File: src/rtl/conv_mac_requant.sv
// conv_mac_requant
//   Streaming multiply-accumulate and requantisation stage that feeds the
//   PWL hard-tanh activation. The block takes TAPS (sample, weight) pairs per
//   output. It adds the Q8.24 products and a Q4.12 bias in a wide accumulator,
//   then rounds and saturates the sum back to Q4.12.
//
//   Build option: define MAC_ROUND_EN to round half-up at the 12-bit drop.
//   When it is not defined, the drop truncates (floor).
//
// Ports
//   clk       clock; all state changes on the rising edge
//   rst       asynchronous active-high reset
//   s_valid   input beat valid
//   s_ready   block can accept a beat (registered; high while accumulating)
//   s_data    signed Q4.12 sample
//   s_weight  signed Q4.12 weight
//   bias      signed Q4.12 bias, sampled on the first beat of each group
//   m_valid   output word valid
//   m_ready   downstream accepts the output word
//   m_data    signed Q4.12 result, not clamped to +/-1.0
//   m_sat     m_data was clipped to the Q4.12 limits (qualified by m_valid)
module conv_mac_requant #(
  parameter int TAPS  = 3,
  parameter int ACC_W = 40
) (
  input  logic               clk,
  input  logic               rst,
  input  logic               s_valid,
  output logic               s_ready,
  input  logic signed [15:0] s_data,
  input  logic signed [15:0] s_weight,
  input  logic signed [15:0] bias,
  output logic               m_valid,
  input  logic               m_ready,
  output logic signed [15:0] m_data,
  output logic               m_sat
);

  localparam int DATA_W    = 16;
  localparam int COEF_W    = 16;
  localparam int PROD_W    = DATA_W + COEF_W;
  localparam int FRAC_DROP = 12;
  localparam int CNT_W     = (TAPS > 1) ? $clog2(TAPS) : 1;

  localparam logic [CNT_W-1:0] CNT_LAST = CNT_W'(TAPS - 1);

`ifdef MAC_ROUND_EN
  localparam logic signed [ACC_W-1:0] RND = ACC_W'(2048);
`else
  localparam logic signed [ACC_W-1:0] RND = '0;
`endif

  localparam logic signed [ACC_W-1:0] Q_MAX = ACC_W'(32767);
  localparam logic signed [ACC_W-1:0] Q_MIN = -(ACC_W'(32768));

  typedef enum logic {
    ST_ACCUM = 1'b0,
    ST_OUT   = 1'b1
  } state_t;

  function automatic logic signed [ACC_W-1:0] round_shift(
    input logic signed [ACC_W-1:0] a
  );
    logic signed [ACC_W-1:0] r;
    r = a + RND;
    return r >>> FRAC_DROP;
  endfunction

  // Returns {sat, data}.
  function automatic logic [DATA_W:0] saturate(
    input logic signed [ACC_W-1:0] q
  );
    if (q > Q_MAX)      return {1'b1, 16'h7FFF};
    else if (q < Q_MIN) return {1'b1, 16'h8000};
    else                return {1'b0, q[DATA_W-1:0]};
  endfunction

  state_t                    r_state;
  state_t                    w_state_next;
  logic        [CNT_W-1:0]   r_cnt;
  logic signed [ACC_W-1:0]   r_acc_p0;

  logic signed [PROD_W-1:0]  w_prod_p0;
  logic signed [ACC_W-1:0]   w_prod_ext;
  logic signed [ACC_W-1:0]   w_bias_ext;
  logic signed [ACC_W-1:0]   w_acc_base;
  logic signed [ACC_W-1:0]   w_acc_next;
  logic signed [ACC_W-1:0]   w_q;
  logic        [DATA_W:0]    w_sat_word;
  logic                      w_accept;
  logic                      w_last;

  // Stage p0: the product and the accumulator update for the current beat.
  assign w_prod_p0  = PROD_W'(s_data) * PROD_W'(s_weight);
  assign w_prod_ext = {{(ACC_W-PROD_W){w_prod_p0[PROD_W-1]}}, w_prod_p0};
  // Shifting the Q4.12 bias left by 12 aligns it with the Q8.24 products.
  assign w_bias_ext = {{(ACC_W-DATA_W){bias[DATA_W-1]}}, bias} <<< FRAC_DROP;
  // The first beat of a group starts again from the bias, not from the old sum.
  assign w_acc_base = (r_cnt == '0) ? w_bias_ext : r_acc_p0;
  assign w_acc_next = w_acc_base + w_prod_ext;

  assign w_accept = s_valid && (r_state == ST_ACCUM);
  assign w_last   = w_accept && (r_cnt == CNT_LAST);

  // Requantise straight from the next sum, so the result is ready when OUT is entered.
  assign w_q        = round_shift(w_acc_next);
  assign w_sat_word = saturate(w_q);

  assign s_ready = (r_state == ST_ACCUM);
  assign m_valid = (r_state == ST_OUT);

  always_comb begin
    w_state_next = r_state;
    case (r_state)
      ST_ACCUM: if (w_last)  w_state_next = ST_OUT;
      ST_OUT:   if (m_ready) w_state_next = ST_ACCUM;
      default:               w_state_next = ST_ACCUM;
    endcase
  end

  always_ff @(posedge clk or posedge rst) begin
    if (rst) r_state <= ST_ACCUM;
    else     r_state <= w_state_next;
  end

  always_ff @(posedge clk or posedge rst) begin
    if (rst) begin
      r_cnt    <= '0;
      r_acc_p0 <= '0;
    end else if (w_accept) begin
      r_cnt    <= w_last ? '0 : r_cnt + CNT_W'(1);
      r_acc_p0 <= w_acc_next;
    end
  end

  // Stage p1: the output register, held through OUT until the handshake.
  always_ff @(posedge clk or posedge rst) begin
    if (rst) begin
      m_data <= '0;
      m_sat  <= 1'b0;
    end else if (w_last) begin
      {m_sat, m_data} <= w_sat_word;
    end
  end

endmodule

File: config.mk
export PLATFORM = sky130hd
export DESIGN_NAME = conv_mac_requant
export DESIGN_NICKNAME = d
export VERILOG_FILES = /design/src/rtl/conv_mac_requant.sv
export SDC_FILE = /design/constraint.sdc
export NUM_CORES = 1
export LEC_CHECK = 0
export BUFFER_PORTS_ARGS = -buffer_cell sky130_fd_sc_hd__buf_4
export CAP_MARGIN = 0
export CORE_MARGIN = 2
export CORE_UTILIZATION = 30
export CTS_CLUSTER_DIAMETER = 150
export CTS_CLUSTER_SIZE = 30
export DETAILED_ROUTE_END_ITERATION = 16
export PLACE_DENSITY = 0.57
export SYNTH_ARGS = -nofsm -noshare
export SYNTH_HDL_FRONTEND = slang
export SYNTH_SLANG_ARGS = --single-unit
File: constraint.sdc
create_clock -name clk -period 5.73 [get_ports clk]
set_input_delay 0.573 -clock clk [delete_from_list [all_inputs] [get_ports clk]]
set_output_delay 0.573 -clock clk [all_outputs]
set_load 0.01 [all_outputs]
==> results of run 1 <==
-- state kept, by name (all words and copies together), names as in the netlist --
signal	flops
r_acc_p0	40
m_sat	1
m_data	16
r_cnt	2
m_valid	1
-- final timing paths --
path / start / end / slack (ns) / cells after the start
max: s_weight[3] / m_data[7]$_DFFE_PP0P_ / -0.95 / 27
min: m_ready / m_valid$_DFF_PP0_ / 0.45 / 2
max reg2reg: r_cnt[0]$_DFFE_PP0P_ / m_data[7]$_DFFE_PP0P_ / -0.83 / 24
min reg2reg: r_acc_p0[10]$_DFFE_PP0P_ / r_acc_p0[10]$_DFFE_PP0P_ / 0.47 / 2
max in group asynchronous: rst / r_acc_p0[2]$_DFFE_PP0P_ / 4.68 / 3
min in group asynchronous: rst / m_valid$_DFF_PP0_ / 0.47 / 3
-- per-stage QoR --
stage	hold slack, ns	utilization	cells	setup WS (ns)
2_1_floorplan	0.440	-	1689	-1.10
3_3_place_gp	0.457	0.369	2628	-1.45
3_5_place_dp	0.463	0.369	2628	-1.48
4_1_cts	0.431	0.402	2688	-0.879
5_1_grt	0.457	0.412	2699	-1.13
6_report	0.446	0.412	2699	-0.952
-- what timing repair did --
item | 4_1_cts | 5_1_grt
resized for setup | 239 | 94
buffers inserted | 44 | 12
endpoints found under the setup margin | 39 | 42
hold buffers | 0 | 0
gates cloned | 4 | 0
pin swaps | 93 | 37
-- final cells by class --
type	count	share of cell area
multi-input cells	1194	0.650
repair buffers	375	0.159
flip-flops and latches	60	0.0711
inverters	375	0.0673
well taps	680	0.0403
clock buffers	10	0.0108
clock inverters	5	0.00142
-- synthesized netlist by cell type (8+ instances only) --
cell type and instances:
ha_1 115, clkbuf_1 54, a211oi_1 8, nor2b_1 14
xor2_1 11, inv_1 375, o21ai_0 49, a21o_1 28
nand3_1 11, and2_1 127, fa_1 330, nor3_1 10
xnor2_1 26, mux2_2 20, nand2_1 248, dfrtp_1 60
a21oi_1 52, nor2_1 30
-- cell families (layout without fill, tap and decap cells) --
family / Yosys count / count (layout) / share of synthesized area
adders and majority gates: 445 / 445 / 0.518
AOI/OAI and AO/OA: 205 / 205 / 0.0898
and+or+nand+nor: 484 / 485 / 0.152
DFF: 60 / 60 / 0.0966
buffers and inverters: 436 / 765 / 0.107
xor gates and xnor gates: 38 / 38 / 0.0219
muxes: 21 / 21 / 0.0151
-- per-layer routing --
layer  share of wire  routed length, um  vias to the layer above  track usage
met5               0                  0                        -            0
met4           0.022                930                        0       0.0363
met3           0.027               1170                       46       0.0123
met2            0.54              22900                      214        0.302
met1            0.41              17500                     6446        0.207
li1                -                  -                     5806            -
==> summary.md, run 1 <==
| Metric | Value |
|---|---|
| Status | finished with violations |
| Violated checks | setup timing |
| Most frequent cells in the layout | inv_1, fa_1, buf_4, nand2_1, and2_1 |
| Most numerous cell on the critical path | fa_1 |
| Setup WS post-layout | -0.952 ns |
| Critical path type | input pin to flip-flop |
| Top cell type's share of synthesized area | 0.425 |
| Placed cell area | 18900 sq um |
| Reg clk slew, reported paths | about 0.050 ns |
| Cell count after synthesis | approximately 1700 |
| Final instance area | about 21000 sq um |
| Starting density of the core | 0.303 |
| YS warnings | 0 |
| Least-Margin Pin Slew | roughly 0.84 ns |
| Worst Clk Skew | 0.00874 ns |
| Port Buffer Count | 70 |
| CTS tree | yes |
| Period minus WS final | around 6.7 ns |
| Setup TNS | -19.15 ns |
| Max FO, Critical Path | 10 |
| DRT Pass-1 Iters | 6 |
| CP Capture Type | flip-flop |
| Sequential cell area | 1500 sq um |
| WP buf/inv | 9 |
| Average cell area after synthesis | around 9.2 sq um |
| Final worst path period share | 1.17 |
| Via density | 4.64 |
| Commonest non-fill, non-tap cell in the layout | inv_1 |
| Yosys cell types | just over 70 |
| Synthesized netlist net count | 2186 |
| Fmax | approximately 0.15 GHz |
| Total number of vias | 12512 |
| WP data required | approximately 6 ns |
| Remaining DRCs | 0 |
| Hold Vio Cnt, Final | 0 |
| Seq/Total Area, Yosys | 0.0966 |
| Post-synthesis cell area | ~16000 sq um |
| Vias in the first global route | 13692 |
| Unrepaired setup endpoints after global routing | yes |
| Die width | approximately 230 um |
| Async SR Flop Fraction | 1.00 |
| Final HPWL DP | 36.1 mm |
| GRT Total Usage | 0.163 |
| Largest net degree at the start of global routing | 65 |
| Fillers | 4996 |
| Core Rows | 83 |
| CP max stage delay | approximately 0.56 ns |
| Core Region | 51300 sq um |
| Clock buffer depth | 2 |
| Layout cells sized above 1 | 0.326 |
| Ranking of synthesized cells by area | fa_1, dfrtp_1, ha_1 |
| Die height | 232 um |
| Area delta synth->final | 35.9% |
| First-pass GRT wire length | around 71 mm |
| GRT Residual Overflow | 0 |
| Post-synth EDFFs | 0 |
| Gp weighted congestion | around 0.88 |
| WL final | 42.5 mm |
| Yosys reg bits | 60 |
| Initial antenna violation count | 0 |
| Max cap viols | 0 |
| H-tree depth | 3 |
| Clock Sink Count | 60 |
| Multi-input gate area in the final layout | 13700 sq um |
| Synth area leader | fa_1 |
| # IOs | 71 |
| Critical path's top delay family | adder cells |
| Main flop type after synthesis | dfrtp_1 |
| DR iter-0 viols | around 500 |
| Worst setup SP type | input pin |
| Antenna-violating nets left | 0 |
| Drt wl/cell | 15.8 um |
| Die ar. | about 54000 sq um |
| Final #Nets | 2512 |
| Antenna Cells | 0 |
| Relative slew slack | 0.438 |
| Hold crit path type | input pin to flip-flop |
| Crit path DAT | between 6 and 7 ns |
| CP max-delay cell | fa_1 |
| Worst skew pair latency | 0.33 ns |
| Max-slew violation count | 0 |
| CTS root buf | clkbuf_16 |
| Final setup vio count | 32 |
| Total CTS buffers | 9 |
Power of run 1 is left out: the tool's default activity adds up to more than one toggle a clock period on the data nets, which glitch-free logic cannot reach.
==> run 2: changes to the inputs <==
--- a/config.mk
+++ b/config.mk
@@ -7,12 +7,14 @@
 export LEC_CHECK = 0
 export BUFFER_PORTS_ARGS = -buffer_cell sky130_fd_sc_hd__buf_4
 export CAP_MARGIN = 0
+export CELL_PAD_IN_SITES_DETAIL_PLACEMENT = 0
+export CELL_PAD_IN_SITES_GLOBAL_PLACEMENT = 1
 export CORE_MARGIN = 2
 export CORE_UTILIZATION = 30
 export CTS_CLUSTER_DIAMETER = 150
 export CTS_CLUSTER_SIZE = 30
 export DETAILED_ROUTE_END_ITERATION = 16
-export PLACE_DENSITY = 0.57
+export PLACE_DENSITY = 0.67
 export SYNTH_ARGS = -nofsm -noshare
 export SYNTH_HDL_FRONTEND = slang
 export SYNTH_SLANG_ARGS = --single-unit
==> run 2 against run 1 <==
- the run still ends with setup timing left
- register-to-register slack about the same
- die area unchanged
- clock skew about the same
- non-clock buffer count decreased by 19
- global-route usage increased by 0.16 points
- sequential share of layout area about the same
- via count decreased by 1.6%
- first-iteration DRC count decreased by 14%
- setup slack improved by 0.059 ns
- sequential cell count unchanged
- critical path type unchanged
==> summary.md, run 2 (synthesis gave the netlist of run 1 again) <==
| Metric | Value |
|---|---|
| Critical path type | input pin to flip-flop |
| Post-cts hold buffer count | 0 |
| Hold path endpoint | m_valid$_DFF_PP0_ |
| Largest net degree at the start of global routing | between 60 and 70 |
| Setup WS post-layout | -0.893 ns |
| Die height | roughly 230 um |
| Sequential cell area | roughly 1500 sq um |
| Worst setup SP type | input pin |
| Fillers | 5031 |
| CP max stage delay | 0.56 ns |
| Commonest non-fill, non-tap cell in the layout | inv_1 |
| Via density | about 4.6 |
| # IOs | 71 |
| Die width | 232 um |
| Setup TNS | -18.22 ns |
| Total number of vias | about 12000 |
| Most numerous cell on the critical path | fa_1 |
| Core Region | around 51000 sq um |
| Max-slew violation count | 0 |
| Biggest regs | r_acc_p0 (40), m_data (16), r_cnt (2) |
| R2r setup slk | -0.82 ns |
| Total CTS buffers | 9 |
| Critical path's top delay family | adder cells |
| Worst skew pair latency | ~0.33 ns |
| WL final | about 43 mm |
| DR iter-0 viols | around 430 |
| Max FO, Critical Path | 8 |
| Most frequent cells in the layout | inv_1, fa_1, buf_4, nand2_1, and2_1 |
| Unrepaired setup endpoints after global routing | yes |
| Antenna Cells | 0 |
| Period minus WS final | 6.62 ns |
| Final std cells w/o fill | ~2700 |
| Least-Margin Pin Slew | around 0.81 ns |
| Reg clk slew, reported paths | approximately 0.050 ns |
| GRT Residual Overflow | 0 |
| CTS tree | yes |
| Largest register FFs | 40 |
| Post-layout util | 0.413 |
| Worst Clk Skew | between 0.008 and 0.009 ns |
| Vias in the first global route | 13576 |
| Remaining DRCs | 0 |
| Starting density of the core | 0.303 |
| Clock Sink Count | 60 |
| GRT Total Usage | 0.165 |
| Multi-input gate area in the final layout | between 10000 and 15000 sq um |
| WP buf/inv | 9 |
| Final HPWL DP | around 36 mm |
| Clock buffer depth | 2 |
| Path depth of the worst reg2reg path | 22 |
| Layout cells sized above 1 | 0.330 |
| CTS root buf | clkbuf_16 |
| Hold Vio Cnt, Final | 0 |
| Area delta synth->final | 36.5% |
| Antenna-violating nets left | 0 |
| Placed insts | ~2600 |
| Relative slew slack | 0.459 |
| DRT Pass-1 Iters | 5 |
| Final worst path period share | 1.16 |
| FF-to-FF End | m_data[9]$_DFFE_PP0P_ |
| Hold crit path type | input pin to flip-flop |
| Final setup vio count | 30 |
| CP Capture Type | flip-flop |
| Core Rows | 83 |
| WP data required | approximately 6.0 ns |
| Violated checks | setup timing |
| Crit path DAT | slightly below 7 ns |
| Max cap viols | 0 |
| Top reg by flops | r_acc_p0 |
| Drt wl/cell | approximately 16 um |
| Hold_sp | m_ready |
| Die ar. | around 54000 sq um |
| CP max-delay cell | fa_1 |
| WHS | about 0.42 ns |
| Fmax | roughly 0.15 GHz |
| Port Buffer Count | 70 |
| Initial antenna violation count | 0 |
| Worst r2r src | r_cnt[1]$_DFFE_PP0P_ |
| H-tree depth | 3 |
| Status | finished with violations |
| First-pass GRT wire length | just over 70 mm |
| Final #Nets | between 2000 and 2500 |
| Worst Hold Depth | 2 |
| Gp weighted congestion | approximately 0.86 |
[run 2: changes by cell type in the layout (fill, tap and decap cells not counted), sizes merged]
cell      previous run  this run
clkinvlp             3         2
clkbuf              10        11
buf                373       355
clkinv               3         5
bufbuf               2         0
[run 2: layout make-up]
type | instances | share of cell area
inverter | 375 | 0.0670
clock buffer | 10 | 0.0113
sequential | 60 | 0.0708
tap | 680 | 0.0401
multi-input combinational | 1194 | 0.655
timing repair buffer | 356 | 0.154
clock inverter | 6 | 0.00189
[run 2: layer usage]
layer,vias to the layer above,global-route usage,share of wire
met5,-,0,0
li1,5763,-,-
met4,0,0.0369,0.023
met3,54,0.0137,0.017
met2,137,0.306,0.54
met1,6357,0.207,0.42
[run 2: worst max-delay path by stage]
| stage | startpoint | endpoint | slack, ns | cells past startpoint |
|---|---|---|---|---|
| finish | s_data[7] | m_data[9]$_DFFE_PP0P_ | -0.89 | 27 |
| global route | s_data[15] | m_data[1]$_DFFE_PP0P_ | -1.08 | 27 |
| CTS | s_data[15] | m_data[1]$_DFFE_PP0P_ | -0.85 | 25 |
| detailed placement | s_data[15] | m_data[9]$_DFFE_PP0P_ | -1.56 | 24 |
| global placement | s_data[15] | m_data[3]$_DFFE_PP0P_ | -1.47 | 23 |
| floorplan | s_data[15] | m_data[4]$_DFFE_PP0P_ | -1.10 | 26 |
[run 2: what timing repair did]
| item | in CTS | in global routing |
|---|---|---|
| endpoints found under the setup margin | 39 | 40 |
| resized for setup | 230 | 152 |
| buffers inserted | 36 | 26 |
| pin swaps | 114 | 110 |
| gates cloned | 2 | 1 |
[run 2: stage by stage]
| step | worst slack, ns | area [sq um] |
|---|---|---|
| final | -0.893 | 21200 |
| after floorplan | -1.10 | 16000 |
| after global routing | -1.08 | 21200 |
| after detailed placement | -1.56 | 18900 |
| after CTS | -0.854 | 20400 |
| after global placement | -1.47 | 18900 |
Power of run 2 is left out for the same reason.
==> run 3: changes to the inputs <==
--- a/config.mk
+++ b/config.mk
@@ -5,7 +5,7 @@
 export SDC_FILE = /design/constraint.sdc
 export NUM_CORES = 1
 export LEC_CHECK = 0
-export BUFFER_PORTS_ARGS = -buffer_cell sky130_fd_sc_hd__buf_4
+export BUFFER_PORTS_ARGS = -buffer_cell sky130_fd_sc_hd__buf_2
 export CAP_MARGIN = 0
 export CELL_PAD_IN_SITES_DETAIL_PLACEMENT = 0
 export CELL_PAD_IN_SITES_GLOBAL_PLACEMENT = 1
==> run 3 against run 2 <==
- the run still ends with setup timing left
- worst hold slack improved by 0.011 ns
- non-clock buffer count increased by 14
- maximum frequency down 1.4%
- wire length is 1.5% lower
- setup slack lost 0.092 ns
- sequential cell count is the same
- core utilization fell by 0.55 points
- register-to-register slack gained 0.02 ns
- clock-buffer cell count increased by 2
==> summary.md, run 3 (synthesis gave the netlist of run 1 again) <==
| Metric | Value |
|---|---|
| Status | finished with violations |
| Violated checks | setup timing |
| H-tree depth | 3 |
| CP max stage delay | between 0.6 and 0.7 ns |
| # IOs | 71 |
| Largest register FFs | 40 |
| Most frequent cells in the layout | inv_1, fa_1, buf_4, nand2_1, and2_1 |
| Levels on crit path | 26 |
| Die ar. | 53700 sq um |
| Path depth of the worst reg2reg path | 26 |
| Largest net degree at the start of global routing | between 60 and 70 |
| Final worst path period share | 1.17 |
| Final #Nets | approximately 2500 |
| Total number of vias | 12317 |
| R2r setup slk | -0.80 ns |
| Critical path type | input pin to flip-flop |
| Die height | 232 um |
| Critical path's top delay family | adder cells |
| Core Rows | 83 |
| Post-layout util | 0.408 |
| Worst Setup EP | m_data[13]$_DFFE_PP0P_ |
| Period minus WS final | approximately 6.7 ns |
| Area delta synth->final | 34.6% |
| Least-Margin Pin Slew | 0.795 ns |
| Starting density of the core | 0.303 |
| Worst skew pair latency | 0.33 ns |
| Placed cell area | 18800 sq um |
| Total CTS buffers | 9 |
| Biggest regs | r_acc_p0 (40), m_data (16), r_cnt (2) |
| GRT Total Usage | 0.165 |
| Setup WS post-layout | -0.985 ns |
| Drt wl/cell | 15.7 um |
| Placement Setup Slack | -1.65 ns |
| Port Buffer Count | 70 |
| Via density | about 4.6 |
| DRT Pass-1 Iters | 4 |
| Remaining DRCs | 0 |
| Max-slew violation count | 0 |
| Max cap viols | 0 |
| Final instance area | 20900 sq um |
| Max FO, Critical Path | 6 |
| Vias in the first global route | about 14000 |
| WL final | 42.2 mm |
| Fmax | 0.149 GHz |
| Reg clk slew, reported paths | around 0.050 ns |
| Layout cells sized above 1 | 0.330 |
| Clock Sink Count | 60 |
| Worst Clk Skew | between 0.006 and 0.007 ns |
| CTS tree | yes |
| WP buf/inv | 8 |
| Relative slew slack | 0.470 |
| Antenna Cells | 0 |
| FF-to-FF End | m_data[13]$_DFFE_PP0P_ |
| WP data required | 5.98 ns |
| Core Region | about 51000 sq um |
| Worst setup SP type | input pin |
| Top reg by flops | r_acc_p0 |
| First-pass GRT wire length | about 71 mm |
| Gp weighted congestion | roughly 0.85 |
| Worst r2r src | r_cnt[0]$_DFFE_PP0P_ |
| DR iter-0 viols | around 440 |
| Final setup vio count | 35 |
| Crit. Startpoint | s_data[15] |
| CP max-delay cell | fa_2 |
| Hold crit path type | input pin to flip-flop |
| Clock buffer depth | 2 |
| Unrepaired setup endpoints after global routing | yes |
| CP Capture Type | flip-flop |
| Crit path DAT | ~7 ns |
| Hold Vio Cnt, Final | 0 |
| GRT Residual Overflow | 0 |
| CTS root buf | clkbuf_16 |
| Antenna-violating nets left | 0 |
| Commonest non-fill, non-tap cell in the layout | inv_1 |
| Final HPWL DP | between 30 and 40 mm |
| Initial antenna violation count | 0 |
| Die width | around 230 um |
-- run 3: final cells by class --
class | count | area, sq um
fillers | 5061 | 30400
multi-input cells | 1194 | 13700
inverters | 375 | 1420
well taps | 680 | 851
clock buffers | 12 | 256
flip-flops and latches | 60 | 1500
repair buffers | 370 | 3100
clock inverters | 4 | 47.5
-- run 3: through the flow --
stage          setup TNS [ns]  instances  hold slack (ns)
2_1_floorplan          -19.63       1689            0.440
3_3_place_gp           -46.17       2631            0.456
3_5_place_dp           -48.04       2631            0.464
4_1_cts                -20.23       2680            0.417
5_1_grt                -28.85       2695            0.440
6_report               -20.46       2695            0.433
-- run 3: worst min-delay path by stage --
stage                              from                       end  slack, ns  cells after the start
5_1_grt                         m_ready         m_valid$_DFF_PP0_       0.44                      2
6_report                        m_ready         m_valid$_DFF_PP0_       0.43                      2
2_1_floorplan  r_acc_p0[11]$_DFFE_PP0P_  r_acc_p0[11]$_DFFE_PP0P_       0.44                      2
3_3_place_gp    r_acc_p0[9]$_DFFE_PP0P_   r_acc_p0[9]$_DFFE_PP0P_       0.46                      2
3_5_place_dp    r_acc_p0[4]$_DFFE_PP0P_   r_acc_p0[4]$_DFFE_PP0P_       0.46                      2
4_1_cts                         m_ready         m_valid$_DFF_PP0_       0.42                      2
-- run 3: repair_timing --
item | 4_1_cts | 5_1_grt
hold buffers | 0 | 0
gates cloned | 0 | 3
resized for setup | 185 | 177
pin swaps | 96 | 84
endpoints found under the setup margin | 45 | 44
setup buffers | 34 | 20
-- run 3: metal layers --
layer | global-route usage | wire length (um) | vias up
li1 | - | - | 5790
met1 | 0.208 | 17500 | 6294
met2 | 0.300 | 22500 | 177
met3 | 0.0159 | 1060 | 56
met4 | 0.0439 | 1190 | 0
met5 | 0 | 0 | -
Power of run 3 is left out for the same reason.
